### config.mk
export PLATFORM = sky130hd
export DESIGN_NAME = semseg_scanner
export DESIGN_NICKNAME = d
export VERILOG_FILES = /design/src/rtl/semseg_pkg.sv /design/src/rtl/semseg_frame_timer.sv /design/src/rtl/semseg_scanner.sv
export SDC_FILE = /design/constraint.sdc
export NUM_CORES = 1
export LEC_CHECK = 0
export ABC_AREA = 1
export CAP_MARGIN = 10
export CORE_ASPECT_RATIO = 1.25
export CORE_UTILIZATION = 45
export CTS_CLUSTER_DIAMETER = 30
export CTS_CLUSTER_SIZE = 40
export DETAILED_ROUTE_END_ITERATION = 6
export PLACE_DENSITY_LB_ADDON = 0.08
export SKIP_LAST_GASP = 1
export SYNTH_ARGS = -nofsm -noshare
export SYNTH_HDL_FRONTEND = slang
export SYNTH_SLANG_ARGS = --single-unit
### constraint.sdc
create_clock -name clk_i -period 5 [get_ports clk_i]
set_clock_uncertainty 0.1 [all_clocks]
set_input_delay 1 -clock clk_i [delete_from_list [all_inputs] [get_ports clk_i]]
set_output_delay 1 -clock clk_i [all_outputs]
set_load 0.01 [all_outputs]
### src/rtl/semseg_pkg.sv
// Shared seven-segment types and constants used by the scanner and the
// character-to-segment decoders that feed it.
package semseg_pkg;

    localparam logic [7:0] SEG_BLANK = 8'hFF;

    typedef enum logic [2:0] {
        SEG_A  = 3'd0,
        SEG_B  = 3'd1,
        SEG_C  = 3'd2,
        SEG_D  = 3'd3,
        SEG_E  = 3'd4,
        SEG_F  = 3'd5,
        SEG_G  = 3'd6,
        SEG_DP = 3'd7
    } seg_bit_e;

    // Field order puts dp in bit 7 and segment a in bit 0.
    typedef struct packed {
        logic dp;
        logic g;
        logic f;
        logic e;
        logic d;
        logic c;
        logic b;
        logic a;
    } Semseg;

    typedef enum logic {
        BLINK_SHOW = 1'b0,
        BLINK_HIDE = 1'b1
    } blink_phase_e;

    function automatic logic [7:0] seg_drive(input Semseg pattern);
        logic [7:0] bits;
        bits = pattern;
        return ~bits;
    endfunction

endpackage

### src/rtl/semseg_frame_timer.sv
// Slot, digit and blink-frame timing for the scanner. Next-state values are
// exported so the top level can register outputs aligned with the counters.
module semseg_frame_timer
    import semseg_pkg::*;
#(
    parameter int DIGITS       = 8,
    parameter int PRESCALE     = 1024,
    parameter int BLINK_FRAMES = 64,
    parameter int CNT_W        = $clog2(PRESCALE),
    parameter int IDX_W        = (DIGITS > 1) ? $clog2(DIGITS) : 1
) (
    input  logic             i_clk,
    input  logic             i_arstn,
    output logic [CNT_W-1:0] o_cnt_nxt,
    output logic [IDX_W-1:0] o_idx_nxt,
    output blink_phase_e     o_blink_phase_nxt,
    output logic             o_slot_start,
    output logic             o_frame_start
);
    localparam int FRM_W = (BLINK_FRAMES > 1) ? $clog2(BLINK_FRAMES) : 1;

    logic [CNT_W-1:0] r_cnt;
    logic [IDX_W-1:0] r_idx;
    logic [FRM_W-1:0] r_frames;
    blink_phase_e     r_blink_phase;
    logic [FRM_W-1:0] w_frames_nxt;
    logic             w_last_digit;

    always_comb begin
        w_last_digit      = (r_idx == IDX_W'(DIGITS - 1));
        o_slot_start      = (r_cnt == CNT_W'(PRESCALE - 1));
        o_frame_start     = o_slot_start && w_last_digit;
        o_cnt_nxt         = o_slot_start ? '0 : r_cnt + 1'b1;
        o_idx_nxt         = r_idx;
        w_frames_nxt      = r_frames;
        o_blink_phase_nxt = r_blink_phase;
        if (o_slot_start) begin
            o_idx_nxt = w_last_digit ? '0 : r_idx + 1'b1;
        end
        // The blink phase flips once every BLINK_FRAMES frames.
        if (o_frame_start) begin
            if (r_frames == FRM_W'(BLINK_FRAMES - 1)) begin
                w_frames_nxt      = '0;
                o_blink_phase_nxt = (r_blink_phase == BLINK_SHOW) ? BLINK_HIDE : BLINK_SHOW;
            end else begin
                w_frames_nxt = r_frames + 1'b1;
            end
        end
    end

    always_ff @(posedge i_clk or negedge i_arstn) begin
        if (!i_arstn) begin
            r_cnt         <= '0;
            r_idx         <= '0;
            r_frames      <= '0;
            r_blink_phase <= BLINK_SHOW;
        end else begin
            r_cnt         <= o_cnt_nxt;
            r_idx         <= o_idx_nxt;
            r_frames      <= w_frames_nxt;
            r_blink_phase <= o_blink_phase_nxt;
        end
    end

endmodule

### src/rtl/semseg_scanner.sv
// Multi-digit common-anode seven-segment scanner with tear-free double-buffered
// digit data, PWM brightness and per-digit blank/blink.
module semseg_scanner
    import semseg_pkg::*;
#(
    parameter int DIGITS       = 8,
    parameter int PRESCALE     = 1024,
    parameter int BRIGHT_W     = 3,
    parameter int BLINK_FRAMES = 64
) (
    input  logic                clk_i,
    input  logic                arstn_i,
    input  logic [8*DIGITS-1:0] seg_i,
    input  logic [DIGITS-1:0]   blank_i,
    input  logic [DIGITS-1:0]   blink_i,
    input  logic [BRIGHT_W-1:0] brightness_i,
    input  logic                update_i,
    output logic                update_pending_o,
    output logic                frame_o,
    output logic [7:0]          seg_o,
    output logic [DIGITS-1:0]   an_o
);
    localparam int CNT_W = $clog2(PRESCALE);
    localparam int IDX_W = (DIGITS > 1) ? $clog2(DIGITS) : 1;

    logic [CNT_W-1:0]    w_cnt_nxt;
    logic [IDX_W-1:0]    w_idx_nxt;
    blink_phase_e        w_blink_phase_nxt;
    logic                w_slot_start;
    logic                w_frame_start;

    Semseg [DIGITS-1:0]  r_stage_seg;
    Semseg [DIGITS-1:0]  r_active_seg;
    Semseg [DIGITS-1:0]  w_active_seg_nxt;
    logic [DIGITS-1:0]   r_stage_blank;
    logic [DIGITS-1:0]   r_stage_blink;
    logic [DIGITS-1:0]   r_active_blank;
    logic [DIGITS-1:0]   r_active_blink;
    logic [DIGITS-1:0]   w_active_blank_nxt;
    logic [DIGITS-1:0]   w_active_blink_nxt;
    logic                r_pending;
    logic [BRIGHT_W-1:0] r_bright;
    logic [BRIGHT_W-1:0] w_bright_nxt;
    logic [BRIGHT_W-1:0] w_phase;
    logic                w_apply;
    logic                w_pwm_on;
    logic                w_lit;
    logic [7:0]          r_seg;
    logic [DIGITS-1:0]   r_an;
    logic                r_frame;

    semseg_frame_timer #(
        .DIGITS       (DIGITS),
        .PRESCALE     (PRESCALE),
        .BLINK_FRAMES (BLINK_FRAMES),
        .CNT_W        (CNT_W),
        .IDX_W        (IDX_W)
    ) u_timer (
        .i_clk             (clk_i),
        .i_arstn           (arstn_i),
        .o_cnt_nxt         (w_cnt_nxt),
        .o_idx_nxt         (w_idx_nxt),
        .o_blink_phase_nxt (w_blink_phase_nxt),
        .o_slot_start      (w_slot_start),
        .o_frame_start     (w_frame_start)
    );

    // Outputs are decided from the post-edge view of every register so they
    // change on the same edge as the slot counter.
    always_comb begin
        w_apply            = w_frame_start && r_pending;
        w_active_seg_nxt   = w_apply ? r_stage_seg   : r_active_seg;
        w_active_blank_nxt = w_apply ? r_stage_blank : r_active_blank;
        w_active_blink_nxt = w_apply ? r_stage_blink : r_active_blink;
        w_bright_nxt       = w_slot_start ? brightness_i : r_bright;
        w_phase            = w_cnt_nxt[CNT_W-1 -: BRIGHT_W];
        w_pwm_on           = (&w_bright_nxt) || (w_phase < w_bright_nxt);
        w_lit              = w_pwm_on && !w_active_blank_nxt[w_idx_nxt]
                             && !(w_active_blink_nxt[w_idx_nxt] && (w_blink_phase_nxt == BLINK_HIDE));
    end

    always_ff @(posedge clk_i or negedge arstn_i) begin
        if (!arstn_i) begin
            r_stage_seg    <= '0;
            r_stage_blank  <= '0;
            r_stage_blink  <= '0;
            r_active_seg   <= '0;
            r_active_blank <= '0;
            r_active_blink <= '0;
            r_pending      <= 1'b0;
            r_bright       <= '0;
            r_seg          <= SEG_BLANK;
            r_an           <= '1;
            r_frame        <= 1'b0;
        end else begin
            if (update_i) begin
                r_stage_seg   <= seg_i;
                r_stage_blank <= blank_i;
                r_stage_blink <= blink_i;
            end
            r_active_seg   <= w_active_seg_nxt;
            r_active_blank <= w_active_blank_nxt;
            r_active_blink <= w_active_blink_nxt;
            // An update landing on a boundary edge waits for the following frame.
            r_pending      <= w_frame_start ? update_i : (r_pending || update_i);
            r_bright       <= w_bright_nxt;
            r_frame        <= w_frame_start;
            r_seg          <= w_lit ? seg_drive(w_active_seg_nxt[w_idx_nxt]) : SEG_BLANK;
            r_an           <= w_lit ? ~(DIGITS'(1) << w_idx_nxt) : '1;
        end
    end

    assign update_pending_o = r_pending;
    assign frame_o          = r_frame;
    assign seg_o            = r_seg;
    assign an_o             = r_an;

endmodule

### Yosys cells after proc, flatten, opt, wreduce, memory -nomap -nowiden

Index checks and enable logic that the tools add are counted.

* word-level logic and storage cells: 182
* bits of input ports: 86
* output and inout bits: 18
* flip-flop bits (word level): 201

* bitwise gates (word level): 2
* multiplexer cells: 20
* order comparisons: 2
* reduce and logical (&&, ||, !) cells: 10
* shift operators: 1
* $add $sub $neg: 3
* equal/unequal tests: 3

Operator list (count)
* $mux W64: 1
* $mux W8: 5
* $bmux W8 S3: 1
* $not A8 Y8: 2
* $add A10 B1 Y10 const B: 1
* $eq A10 B10 Y1 const B: 1
* $mux W10: 1
* $mux W3: 3
* $shl A1 B3 Y8 const A: 1
* $add A6 B1 Y6 const B: 1
* $bmux W1 S3: 2
* $eq A6 B6 Y1 const B: 1
* $mux W1: 6
* $mux W6: 1
* $logic_and A1 B1 Y1: 5
* $lt A3 B4 Y1 const B: 1
* $add A3 B1 Y3 const B: 1
* $eq A3 B3 Y1 const B: 1
* $lt A3 B3 Y1: 1
* $reduce_and A3 Y1: 1
* $logic_not A1 Y1: 2
* $logic_or A1 B1 Y1: 2

### Depth between registers and ports, before layout

Gate-level depths: netlist of the first run.

* word-level depth: 10
* depth in mapped cells: 16
* depth with buffers taken out: 15

### Modules after synthesis

From an unflattened synthesis of the first run, not the netlist that was laid out.

* cell total of the unflattened synthesis: 995
* area, all modules: 8758.4 um2

By module, submodules not included
* semseg_scanner: area an instance 7686.1 um2, instances 1, seq. area each 4549.4 um2, cells an instance 865
* semseg_frame_timer: area an instance 1072.3 um2, instances 1, seq. area each 500.5 um2, cells an instance 130

### Worst setup path before layout of the first run

Ideal clock, no wire load.

* kind: flip-flop to flip-flop
* start point: register u_timer.r_cnt[0]
* end point: register r_an[5] (netlist: an_o[5])
* period minus slack after synthesis: 2377 ps
* setup slack: 2623 ps
* library setup time: 61 ps
* path buffers: 1
* required time: 4839 ps
* cell stages (with the launch flop): 15
* data arrival time: 2216 ps
* path through: dfrtp_1 > ha_1 > nand2_2 > nor2_4 > nand2_4 > nor2_8 > nand2_1 > o21ai_0 > inv_1 > ha_1 > a21oi_1 > a21oi_1 > nor2_8 > buf_12 > nand3_2

* elaborated cells between the ends (all ways): 25
* those cells by class: add/sub: 1; order compare: 1; eq/ne: 1; shift: 1; mux: 11; bitwise: 1; reduce/logical: 9

RTL lines
* start, declared: RTL line semseg_frame_timer.sv:22 `logic [CNT_W-1:0] r_cnt;`
* start signal, assigned: RTL line semseg_frame_timer.sv:58 `r_cnt <= o_cnt_nxt;`
* $eq A10 B10 Y1 (*): RTL line semseg_frame_timer.sv:31 `o_slot_start = (r_cnt == CNT_W'(PRESCALE - 1));`
* $mux W3 (*): RTL line semseg_scanner.sv:75 `w_bright_nxt = w_slot_start ? brightness_i : r_bright;`
* named net w_bright_nxt[2]: RTL line semseg_scanner.sv:43 `logic [BRIGHT_W-1:0] w_bright_nxt;`
* $lt A3 B3 Y1 / $reduce_and A3 Y1 (equally long branches): RTL line semseg_scanner.sv:77 `w_pwm_on = (&w_bright_nxt) || (w_phase < w_bright_nxt);`
* $logic_or A1 B1 Y1 (*): RTL line semseg_scanner.sv:77
* $logic_and A1 B1 Y1 (*): RTL line semseg_scanner.sv:78 `w_lit = w_pwm_on && !w_active_blank_nxt[w_idx_nxt]`
* $logic_and A1 B1 Y1 (*): RTL line semseg_scanner.sv:79 `&& !(w_active_blink_nxt[w_idx_nxt] && (w_blink_phase_nxt == BLINK_HIDE));`
* $mux W8 (*): RTL line semseg_scanner.sv:109 `r_an <= w_lit ? ~(DIGITS'(1) << w_idx_nxt) : '1;`
* end signal, assigned: RTL line semseg_scanner.sv:109
* end, declared: RTL line semseg_scanner.sv:49 `logic [DIGITS-1:0] r_an;`

Mark *: on every way through the listed nets, which the timed path passes. The rest lies on a longest branch. The select of a mux whose other input is x is not followed.
A chain may end at the register's enable or synchronous reset.

### Worst setup path in the final report of the first run

* start point: register u_timer.r_cnt[0]
* end point: register r_seg[7] (netlist: seg_o[7])

* word-level cells in the longest chain between the ends: 10
* elaborated cells between the ends (all ways): 27
* those cells by class: add/sub: 1; order compare: 1; eq/ne: 1; mux: 14; bitwise: 1; reduce/logical: 9

Ends and longest elaborated chain
* branches (longest 9 deep; another with $add A10 B1 Y10)
* $mux W8 (*): RTL line semseg_scanner.sv:108 `r_seg <= w_lit ? seg_drive(w_active_seg_nxt[w_idx_nxt]) : SEG_BLANK;`
* end signal, assigned: RTL line semseg_scanner.sv:108
* end, declared: RTL line semseg_scanner.sv:48 `logic [7:0] r_seg;`

Mark *: on every way between the ends. The select of a mux whose other input is x is not followed.

==> results of run 1 <==
## cells by family (layout without fill, tap and decap cells)
kind of cell / count (synthesis) / in the layout
AND/OR/NAND/NOR: 363 / 363
flip-flops: 201 / 201
buffers and inverters: 177 / 321
AO/OA/AOI/OAI: 126 / 126
multiplexers: 41 / 41
XOR/XNOR: 9 / 9
adder cells (fa/ha/maj): 6 / 6
## metrics by stage
stage          instances  setup WS, ps  util, %  power [mW]
2_1_floorplan        923          2623        -       1.811
3_3_place_gp        1227          1876    52.40       1.943
3_5_place_dp        1227          1868    52.40       1.947
4_1_cts             1299          1848    59.78       4.715
5_1_grt             1299          1550    59.78       4.812
6_report            1299          1848    59.78       4.666
## power by group through the flow
stage,combinational [mW],sequential [mW],clock (mW)
final,0.196,1.72,2.75
after CTS,0.202,1.72,2.79
after global routing,0.220,1.73,2.87
after floorplan,0.0770,1.73,0
after global placement,0.199,1.74,0
after detailed placement,0.200,1.75,0
## worst max-delay path, stage by stage (launching register included)
cell,delay (ps)
dfrtp_1,370
ha_1,210
nand2_2,80
nor2_4,210
nand2_4,110
nor2_8,180
nand3_4,550
buf_4,480
o21ai_0,280
nand2_1,80
nand2_1,150
nor2_1,60
nand2_1,50
nand2_1,70
nand3_1,80
## sequential cells by signal (all words and copies together) (netlist names), 3 cells and up
name / cells
r_active_seg: 64
r_stage_seg: 64
r_stage_blank: 8
seg_o: 8
an_o: 8
u_timer.r_idx: 3
u_timer.r_cnt: 10
r_active_blink: 8
r_stage_blink: 8
u_timer.r_frames: 6
r_active_blank: 8
r_bright: 3
## metal layers
metal / global-route usage (%) / vias up / routed length (µm)
li1: - / 3130 / -
met1: 26.65 / 2847 / 8762
met2: 37.38 / 115 / 10130
met3: 3.177 / 27 / 741
met4: 7.200 / 0 / 336
met5: 0 / - / 0
## worst max-delay path by stage
stage / cells past startpoint / start / end
final: 14 / u_timer.r_cnt[0] / seg_o[7]
after detailed placement: 14 / u_timer.r_cnt[0] / seg_o[7]
after CTS: 14 / u_timer.r_cnt[0] / seg_o[7]
after global placement: 14 / u_timer.r_cnt[0] / seg_o[2]
after global routing: 15 / u_timer.r_cnt[0] / seg_o[7]
after floorplan: 14 / u_timer.r_cnt[0] / an_o[5]
## area by class of cell
class	count	area, µm²
flip-flops and latches	201	5050
inverters	135	506.7
multi-input cells	545	2952
repair buffers	114	1115
fillers	1646	7610
clock inverters	28	390.4
well taps	232	290.3
clock buffers	44	1005
## layout by cell type (no fill, tap or decap), types with 8 or more instances in the layout
cell type / instances
nand3_1: 22
o21ai_2: 13
o21ai_0: 83
nand3_2: 10
nand2_1: 214
dfstp_2: 16
o21ai_1: 21
bufinv_16: 8
mux2_2: 41
clkbuf_16: 39
nand2_2: 9
nand4_1: 10
xor2_1: 8
clkdlybuf4s50_1: 101
dfrtp_1: 185
inv_1: 132
nor2_1: 71
buf_4: 12
==> run_results.csv, run 1 <==
group,metric,value,unit
run_status,status,"finished clean",
synth,synthAdderAreaFrac,0.8573,%
placed_design,dpl_cell_area,0.009913,mm²
critical_path,cp.required,5340,ps
floorplanning,initial_utilization,46.29,%
critical_path,r2r_cells,14,
placed_design,hpwl,13390,µm
grt,grt_pass1_wl,32370,µm
final_layout,diodes,0,
power_and_ir_drop,p_per_area,412.6,mW/mm²
grt,antenna_found_initial,0,
power_and_ir_drop,seqPwrFrac,36.9,%
grt,grtUsageTotal,21.17,%
cts,numCtsBuffers,39,
timing,whs,369.8,ps
power_and_ir_drop,p_leak,5.758,nW
synth,yosysWarnings,0,
power_and_ir_drop,peakVddDrop,0.2531,mV
timing,tns,0,ps
grt,grt_max_degree,123,
hold_path,hold_start,"r_active_seg[33]",
synth,synth_top_family_by_area,"simple AND/OR/NAND/NOR gates",
synth,ys_ff_latch,201,
power_and_ir_drop,comb_power_share,4.2,%
cts,ctsHoldBuffers,0,
final_layout,area_growth,29.13,%
floorplanning,rows,56,
timing,hold_viol_final,0,
synth,synth_compound_area_share,7.858,%
synth,yosys.area.top_type_share,52.86,%
critical_path,cp_max_fo,61,
floorplanning,die_h,158.0,µm
flow_run,drv_cap,0,
floorplanning,design.portCount,104,
timing,min_period,3152,ps
timing,slew_headroom,35.58,%
synth,netlist_instances,923,
synth,synthFlopType,"dfrtp_1",
synth,yosys.area_share.simple,18.82,%
cts,clk_pin_slew,50,ps
floorplanning,core,0.01892,mm²
critical_path,r2r_slack,1850,ps
timing,finalSetupViolCount,0,
hold_path,hp-class,"register to register",
timing,fmax,0.3173,GHz
placed_design,place_congestion,0.7701,
synth,synth_top_area_cell,"dfrtp_1",
grt,first_global_vias,6164,
synth,post-synth-top-count-cell,"nand2_1",
critical_path,crit_path_end_kind,"register",
grt,grt_overflow_total,0,
cts,clk_path_buf_depth,3,
detailed_routing,drc_errors,0,
floorplanning,dieArea,0.02003,mm²
detailed_routing,ant_nets,0,
timing,maxSlewViolCount,0,
detailed_routing,dr.first_iter.drc_count,335,
final_layout,fin_area,0.01131,mm²
critical_path,timing.rr.start,"u_timer.r_cnt[0]",
synth,synth_top_cells_by_area,"dfrtp_1 (53%), nand2_1 (9.2%), inv_1 (5.7%)",
critical_path,cp.arrival,3490,ps
timing,rsz0062_at_grt,"no",
power_and_ir_drop,p_int,3.669,mW
cts,tritoncts,"built",
cts,cts_setup_buffers,0,
final_layout,drive_above_1_share,17.43,%
detailed_routing,via_count,6119,
hold_path,hold-path-endpoint,"r_active_seg[33]",
power_and_ir_drop,switching_share,21.37,%
power_and_ir_drop,switching_power,0.9970,mW
detailed_routing,wl,19970,µm
synth,ys_seq_area_share,57.67,%
cts,worstSkewPairLatency,520,ps
synth,synth_mux_area_share,5.272,%
cts,clock-root-buffer,"clkbuf_16",
synth,ys_async_sr_fraction,100.0,%
timing,worstMarginPinSlew,966.3,ps
synth,synth_cell_types,38,
critical_path,cp-start-kind,"register",
synth,synth_area,0.008757,mm²
synth,synth_edf_count,0,
placed_design,io_buffers,103,
critical_path,worst-setup-path-type,"register to register",
power_and_ir_drop,clkPwrFrac,59.0,%
synth,syn_area_per_cell,9.488,µm²
hold_path,min_path_cells,2,
detailed_routing,routed_via_density,4.711,
synth,syn_nets,1015,
floorplanning,die_w,126.8,µm
detailed_routing,first_pass_iters,5,
cts,htreeDepth,2,
cts,clock-sinks,201,
timing,period_share,63.04,%
synth,synthTopCellsByCount,"nand2_1 (214), dfrtp_1 (185), inv_1 (132)",
detailed_routing,wire_per_inst,15.38,µm
critical_path,timing.rr.end,"seg_o[7]",
synth,synth_xor_area_share,0.9001,%
cts,cts_resized,0,
final_layout,nets,1128,
Note: power is estimated with default switching activity, not from simulation.
==> inputs of run 2 (changes only) <==
==> constraint.sdc (replaced) <==
create_clock -name clk_i -period 2.77 [get_ports clk_i]
set_clock_uncertainty 0.1 [all_clocks]
set_input_delay 0.554 -clock clk_i [delete_from_list [all_inputs] [get_ports clk_i]]
set_output_delay 0.554 -clock clk_i [all_outputs]
set_load 0.01 [all_outputs]
==> run 2 against run 1 <==
  * Final area rose by 3.8%
  * Combinational power grew 85%
  * Via count is 3.0% higher
  * Routed wire length grew 2.0%
  * Worst hold slack lost 6.7 ps
  * Largest cell class unchanged
  * Largest power group unchanged
==> run_results.csv, run 2 (same netlist as run 1, synthesis figures left out) <==
group,metric,value,unit
run_status,status,"finished clean",
grt,first_global_vias,6240,
detailed_routing,via_count,6304,
final_layout,final_common_cell,"nand2_1",
critical_path,r2r_cells,14,
detailed_routing,dr.first_iter.drc_count,392,
cts,clk_path_buf_depth,3,
floorplanning,rows,56,
critical_path,crit_path_end_kind,"register",
power_and_ir_drop,comb_power_share,4.2,%
critical_path,cp_max_fo,9,
final_layout,fin_area,0.01174,mm²
final_layout,diodes,0,
final_layout,stdcell_count,1327,
cts,clock-root-buffer,"clkbuf_16",
critical_path,cp.required,3090,ps
critical_path,cp-start-kind,"register",
timing,rsz0062_at_grt,"yes",
power_and_ir_drop,seqPwrFrac,36.2,%
final_layout,multiInputGateArea,0.003002,mm²
grt,grt_max_degree,90,
floorplanning,core,0.01892,mm²
power_and_ir_drop,p_per_area,729.9,mW/mm²
critical_path,worst-path-buf-inv,2,
grt,antenna_found_initial,0,
critical_path,cp.depth,14,
placed_design,dpl_cell_area,0.01005,mm²
final_layout,ff_latch_area,0.005050,mm²
critical_path,slowest_stage,"dfrtp_1",
timing,period_share,96.40,%
detailed_routing,wire_per_inst,15.36,µm
final_layout,nets,1153,
floorplanning,design.portCount,104,
grt,grt_pass1_wl,32600,µm
grt,grtUsageTotal,21.18,%
final_layout,top_regs,"r_active_seg x64, r_stage_seg x64, u_timer.r_cnt x10",
detailed_routing,ant_nets,0,
flow_run,drv_cap,0,
detailed_routing,routed_via_density,4.751,
timing,maxSlewViolCount,0,
floorplanning,die_h,158.0,µm
floorplanning,initial_utilization,46.29,%
grt,grt_overflow_total,0,
timing,fmax,0.3745,GHz
timing,slew_headroom,62.54,%
placed_design,pre_cts_slack,80.54,ps
timing,min_period,2670,ps
final_layout,drive_above_1_share,19.91,%
power_and_ir_drop,p_int,6.701,mW
power_and_ir_drop,switching_power,1.866,mW
critical_path,path_delay_family,"simple AND/OR/NAND/NOR gates",
detailed_routing,drc_errors,0,
final_layout,most-common-layout-cells,"nand2_1 (213), dfrtp_1 (185), inv_1 (131)",
cts,numCtsBuffers,42,
cts,htreeDepth,2,
cts,tritoncts,"built",
final_layout,area_growth,34.02,%
power_and_ir_drop,p_total,8.567,mW
cts,worstSkewPairLatency,510,ps
cts,clk_pin_slew,50,ps
timing,hold_viol_final,0,
power_and_ir_drop,p_leak,5.962,nW
power_and_ir_drop,clkPwrFrac,59.5,%
critical_path,crit_chain,"ha_1, nand2_2, nor2_4, nand2_4, nor2_8, nand2_1, o21ai_0, inv_1, ha_1, a21oi_1, a21oi_4, nor2_4, buf_12, nand3_2",
critical_path,max_stage_delay,360,ps
placed_design,hpwl,13470,µm
placed_design,place_inst,1237,
power_and_ir_drop,peakVddDrop,0.6628,mV
timing,worstMarginPinSlew,562.0,ps
cts,clock-sinks,201,
detailed_routing,wl,20380,µm
timing,finalSetupViolCount,0,
timing,worst_slack,99.75,ps
detailed_routing,first_pass_iters,5,
critical_path,worst-setup-path-type,"register to register",
final_layout,n_fill_cell,1619,
hold_path,min_path_cells,2,
placed_design,place_congestion,0.8010,
placed_design,io_buffers,103,
hold_path,hp-class,"register to register",
power_and_ir_drop,switching_share,21.78,%
floorplanning,die_w,126.8,µm
critical_path,cp.arrival,2990,ps
floorplanning,dieArea,0.02003,mm²
-- run 2: layout make-up --
type                    count  area share (%)
clock buffers              52           10.16
clock inverters            26           2.484
inverters                 135           4.371
multi-input cells         547           25.58
flip-flops and latches    201           43.03
well taps                 232           2.473
repair buffers            134           11.91
-- run 2: final timing paths --
path / from / to / slack, ps
max in group asynchronous: arstn_i / an_o[2] / 1340
min: r_active_blink[0] / r_active_blink[0] / 360
max: u_timer.r_cnt[0] / an_o[6] / 100
min in group asynchronous: arstn_i / frame_o / 510
min reg2reg: r_active_blink[0] / r_active_blink[0] / 360
max reg2reg: u_timer.r_cnt[0] / an_o[6] / 100
-- run 2: what timing repair did --
action | in CTS | in global routing
setup endpoints to repair | 0 | 16
setup buffers | 0 | 7
hold endpoints to repair | 60 | 0
resized for setup | 0 | 9
hold buffers | 1 | 0
-- run 2: metrics by stage --
step / setup TNS [ps] / hold WS, ps / utilization, %
after global placement: 0 / 352.7 / 53.13
after detailed placement: 0 / 356.0 / 53.13
after floorplan: 0 / 158.4 / -
final: 0 / 363.1 / 62.04
after global routing: -252.7 / 381.5 / 62.04
after CTS: 0 / 366.5 / 61.03
-- run 2: routing by layer --
layer | routed length, µm | global-route usage (%) | up-vias
met1 | 9102 | 27.46 | 2954
li1 | - | - | 3184
met2 | 10040 | 35.33 | 135
met4 | 435 | 7.710 | 0
met3 | 802 | 4.326 | 31
met5 | 0 | 0 | -
-- run 2: worst register-to-register path, stage by stage, from the launching register on --
cell and delay, ps:
dfrtp_1 360, ha_1 210, nand2_2 90, nor2_4 230, nand2_4 110, nor2_8 180, nand2_1 60, o21ai_0 100
inv_1 90, ha_1 310, a21oi_1 280, a21oi_4 150, nor2_4 150, buf_12 140, nand3_2 60
-- run 2: power groups by stage --
stage | Clock, mW | Combinational (mW) | Sequential, mW
final | 5.10 | 0.362 | 3.10
after CTS | 5.17 | 0.373 | 3.11
after floorplan | 0 | 0.139 | 3.13
after detailed placement | 0 | 0.370 | 3.15
after global placement | 0 | 0.365 | 3.15
after global routing | 5.35 | 0.408 | 3.12
==> inputs of run 3 (changes only) <==
--- a/config.mk
+++ b/config.mk
@@ -12,6 +12,7 @@
 export CTS_CLUSTER_DIAMETER = 30
 export CTS_CLUSTER_SIZE = 40
 export DETAILED_ROUTE_END_ITERATION = 6
+export MAX_ROUTING_LAYER = met4
 export PLACE_DENSITY_LB_ADDON = 0.08
 export SKIP_LAST_GASP = 1
 export SYNTH_ARGS = -nofsm -noshare
==> run 3 against run 2 <==
  * Utilization is essentially flat
  * Global-route usage up 0.62 points
  * Sequential power about the same
  * Combinational power hardly changed
  * Final area about the same
  * Worst setup slack is essentially flat
  * Final cell count unchanged
  * Largest power group unchanged
  * Worst hold slack gained 0.63 ps
  * Power barely moved
  * Sequential cell count unchanged
  * Non-clock buffer count unchanged
  * Critical endpoint unchanged
==> run_results.csv, run 3 (same netlist as run 1, synthesis figures left out) <==
group,metric,value,unit
grt,gr-usage-met1,27.44,%
cts,worstSkewPairLatency,510,ps
cts,clock-root-buffer,"clkbuf_16",
timing,rsz0062_at_grt,"yes",
final_layout,top_regs,"r_active_seg x64, r_stage_seg x64, u_timer.r_cnt x10",
critical_path,cp.required,3090,ps
timing,slew_headroom,62.50,%
critical_path,cp-start-kind,"register",
placed_design,place_congestion,0.8126,
power_and_ir_drop,switching_power,1.867,mW
placed_design,io_buffers,103,
cts,clk_path_buf_depth,3,
final_layout,area_growth,34.06,%
cts,htreeDepth,2,
floorplanning,design.portCount,104,
timing,worstMarginPinSlew,562.4,ps
critical_path,crit_path_end_kind,"register",
floorplanning,die_h,158.0,µm
detailed_routing,first_pass_iters,5,
final_layout,stdcell_count,1327,
detailed_routing,dr.first_iter.drc_count,398,
timing,period_share,96.40,%
final_layout,utilization,62.06,%
critical_path,worst-setup-path-type,"register to register",
grt,first_global_vias,6237,
run_status,status,"finished clean",
final_layout,diodes,0,
critical_path,cp.arrival,2990,ps
floorplanning,dieArea,0.02003,mm²
timing,hold_viol_final,0,
cts,clk_pin_slew,50,ps
power_and_ir_drop,comb_power_share,4.2,%
grt,grt_pass1_wl,32600,µm
flow_run,drv_cap,0,
power_and_ir_drop,p_per_area,729.8,mW/mm²
power_and_ir_drop,p_leak,5.963,nW
detailed_routing,drc_errors,0,
grt,antenna_found_initial,0,
timing,fmax,0.3745,GHz
timing,min_period,2670,ps
grt,globalRouteMet3Util,4.224,%
final_layout,nets,1153,
floorplanning,initial_utilization,46.29,%
floorplanning,die_w,126.8,µm
cts,clock-sinks,201,
detailed_routing,routed_via_density,4.711,
detailed_routing,via_count,6251,
power_and_ir_drop,switching_share,21.79,%
final_layout,drive_above_1_share,19.91,%
detailed_routing,ant_nets,0,
cts,tritoncts,"built",
detailed_routing,wl,20440,µm
detailed_routing,wire_per_inst,15.40,µm
critical_path,cp_max_fo,9,
power_and_ir_drop,seqPwrFrac,36.2,%
grt,grtUsageMet2,35.39,%
cts,numCtsBuffers,42,
placed_design,hpwl,13470,µm
floorplanning,core,0.01892,mm²
power_and_ir_drop,clkPwrFrac,59.5,%
power_and_ir_drop,p_int,6.701,mW
floorplanning,rows,56,
grt,top_usage_layer,"met2",
power_and_ir_drop,peakVddDrop,0.6617,mV
final_layout,most-common-layout-cells,"nand2_1 (213), dfrtp_1 (185), inv_1 (131)",
placed_design,place_inst,1237,
timing,finalSetupViolCount,0,
grt,grt_overflow_total,0,
hold_path,hp-class,"register to register",
timing,maxSlewViolCount,0,
grt,grt_max_degree,90,
final_layout,final_common_cell,"nand2_1",
grt,grtUsageTotal,21.80,%
run 3: cell types whose count changed in the layout (fill, tap and decap cells not counted):
| cell | delta |
|---|---|
| buf_4 | -1 |
| buf_6 | +1 |
run 3: per-stage QoR:
step           setup TNS, ps  setup WS (ps)  area, µm²  hold WS, ps  power, mW
4_1_cts                    0          88.99      11540        366.5      8.653
3_3_place_gp               0          150.0      10050        352.7      3.515
3_5_place_dp               0          80.54      10050        356.0      3.522
6_report                   0          99.74      11740        363.7      8.568
2_1_floorplan              0          392.6       8757        158.4      3.269
5_1_grt               -238.2         -44.96      11740        381.5      8.874
run 3: layout make-up:
| class | count | area [µm²] |
|---|---|---|
| tap | 232 | 290.3 |
| clock inverter | 26 | 291.5 |
| multi-input combinational | 547 | 3002 |
| timing repair buffer | 134 | 1401 |
| inverter | 135 | 513.0 |
| fill | 1620 | 7178 |
| clock buffer | 52 | 1192 |
| sequential | 201 | 5050 |
run 3: final timing paths:
check	startpoint	to	slack, ps	depth (start not counted)
max	u_timer.r_cnt[0]	an_o[6]	100	14
min	r_active_blink[0]	r_active_blink[0]	360	2
max reg2reg	u_timer.r_cnt[0]	an_o[6]	100	14
min reg2reg	r_active_blink[0]	r_active_blink[0]	360	2
max in group asynchronous	arstn_i	an_o[2]	1330	3
min in group asynchronous	arstn_i	frame_o	510	2
run 3: what timing repair did:
action                     CTS  global route
hold endpoints to repair    60             0
setup endpoints to repair    0            16
setup buffers                0             7
hold buffers                 1             0
gates resized for setup      0            10
run 3: power by group through the flow:
stage	combinational, mW	clock (mW)	sequential [mW]
after floorplan	0.139	0	3.13
after global placement	0.365	0	3.15
after detailed placement	0.370	0	3.15
after CTS	0.373	5.17	3.11
after global routing	0.408	5.35	3.12
final	0.362	5.10	3.10
run 3: critical path, cell delays in order (launching register included):
cell and delay [ps]:
dfrtp_1 360, ha_1 210, nand2_2 90, nor2_4 230, nand2_4 110, nor2_8 180
nand2_1 60, o21ai_0 100, inv_1 90, ha_1 310, a21oi_1 280, a21oi_4 150
nor2_4 150, buf_12 140, nand3_2 60
run 3: metal layers:
layer	part of all wire, %	routed length (µm)	vias up
li1	-	-	3179
met1	45	9143	2913
met2	49	10080	128
met3	3.9	801	31
met4	2.0	414	0
met5	0	0	-
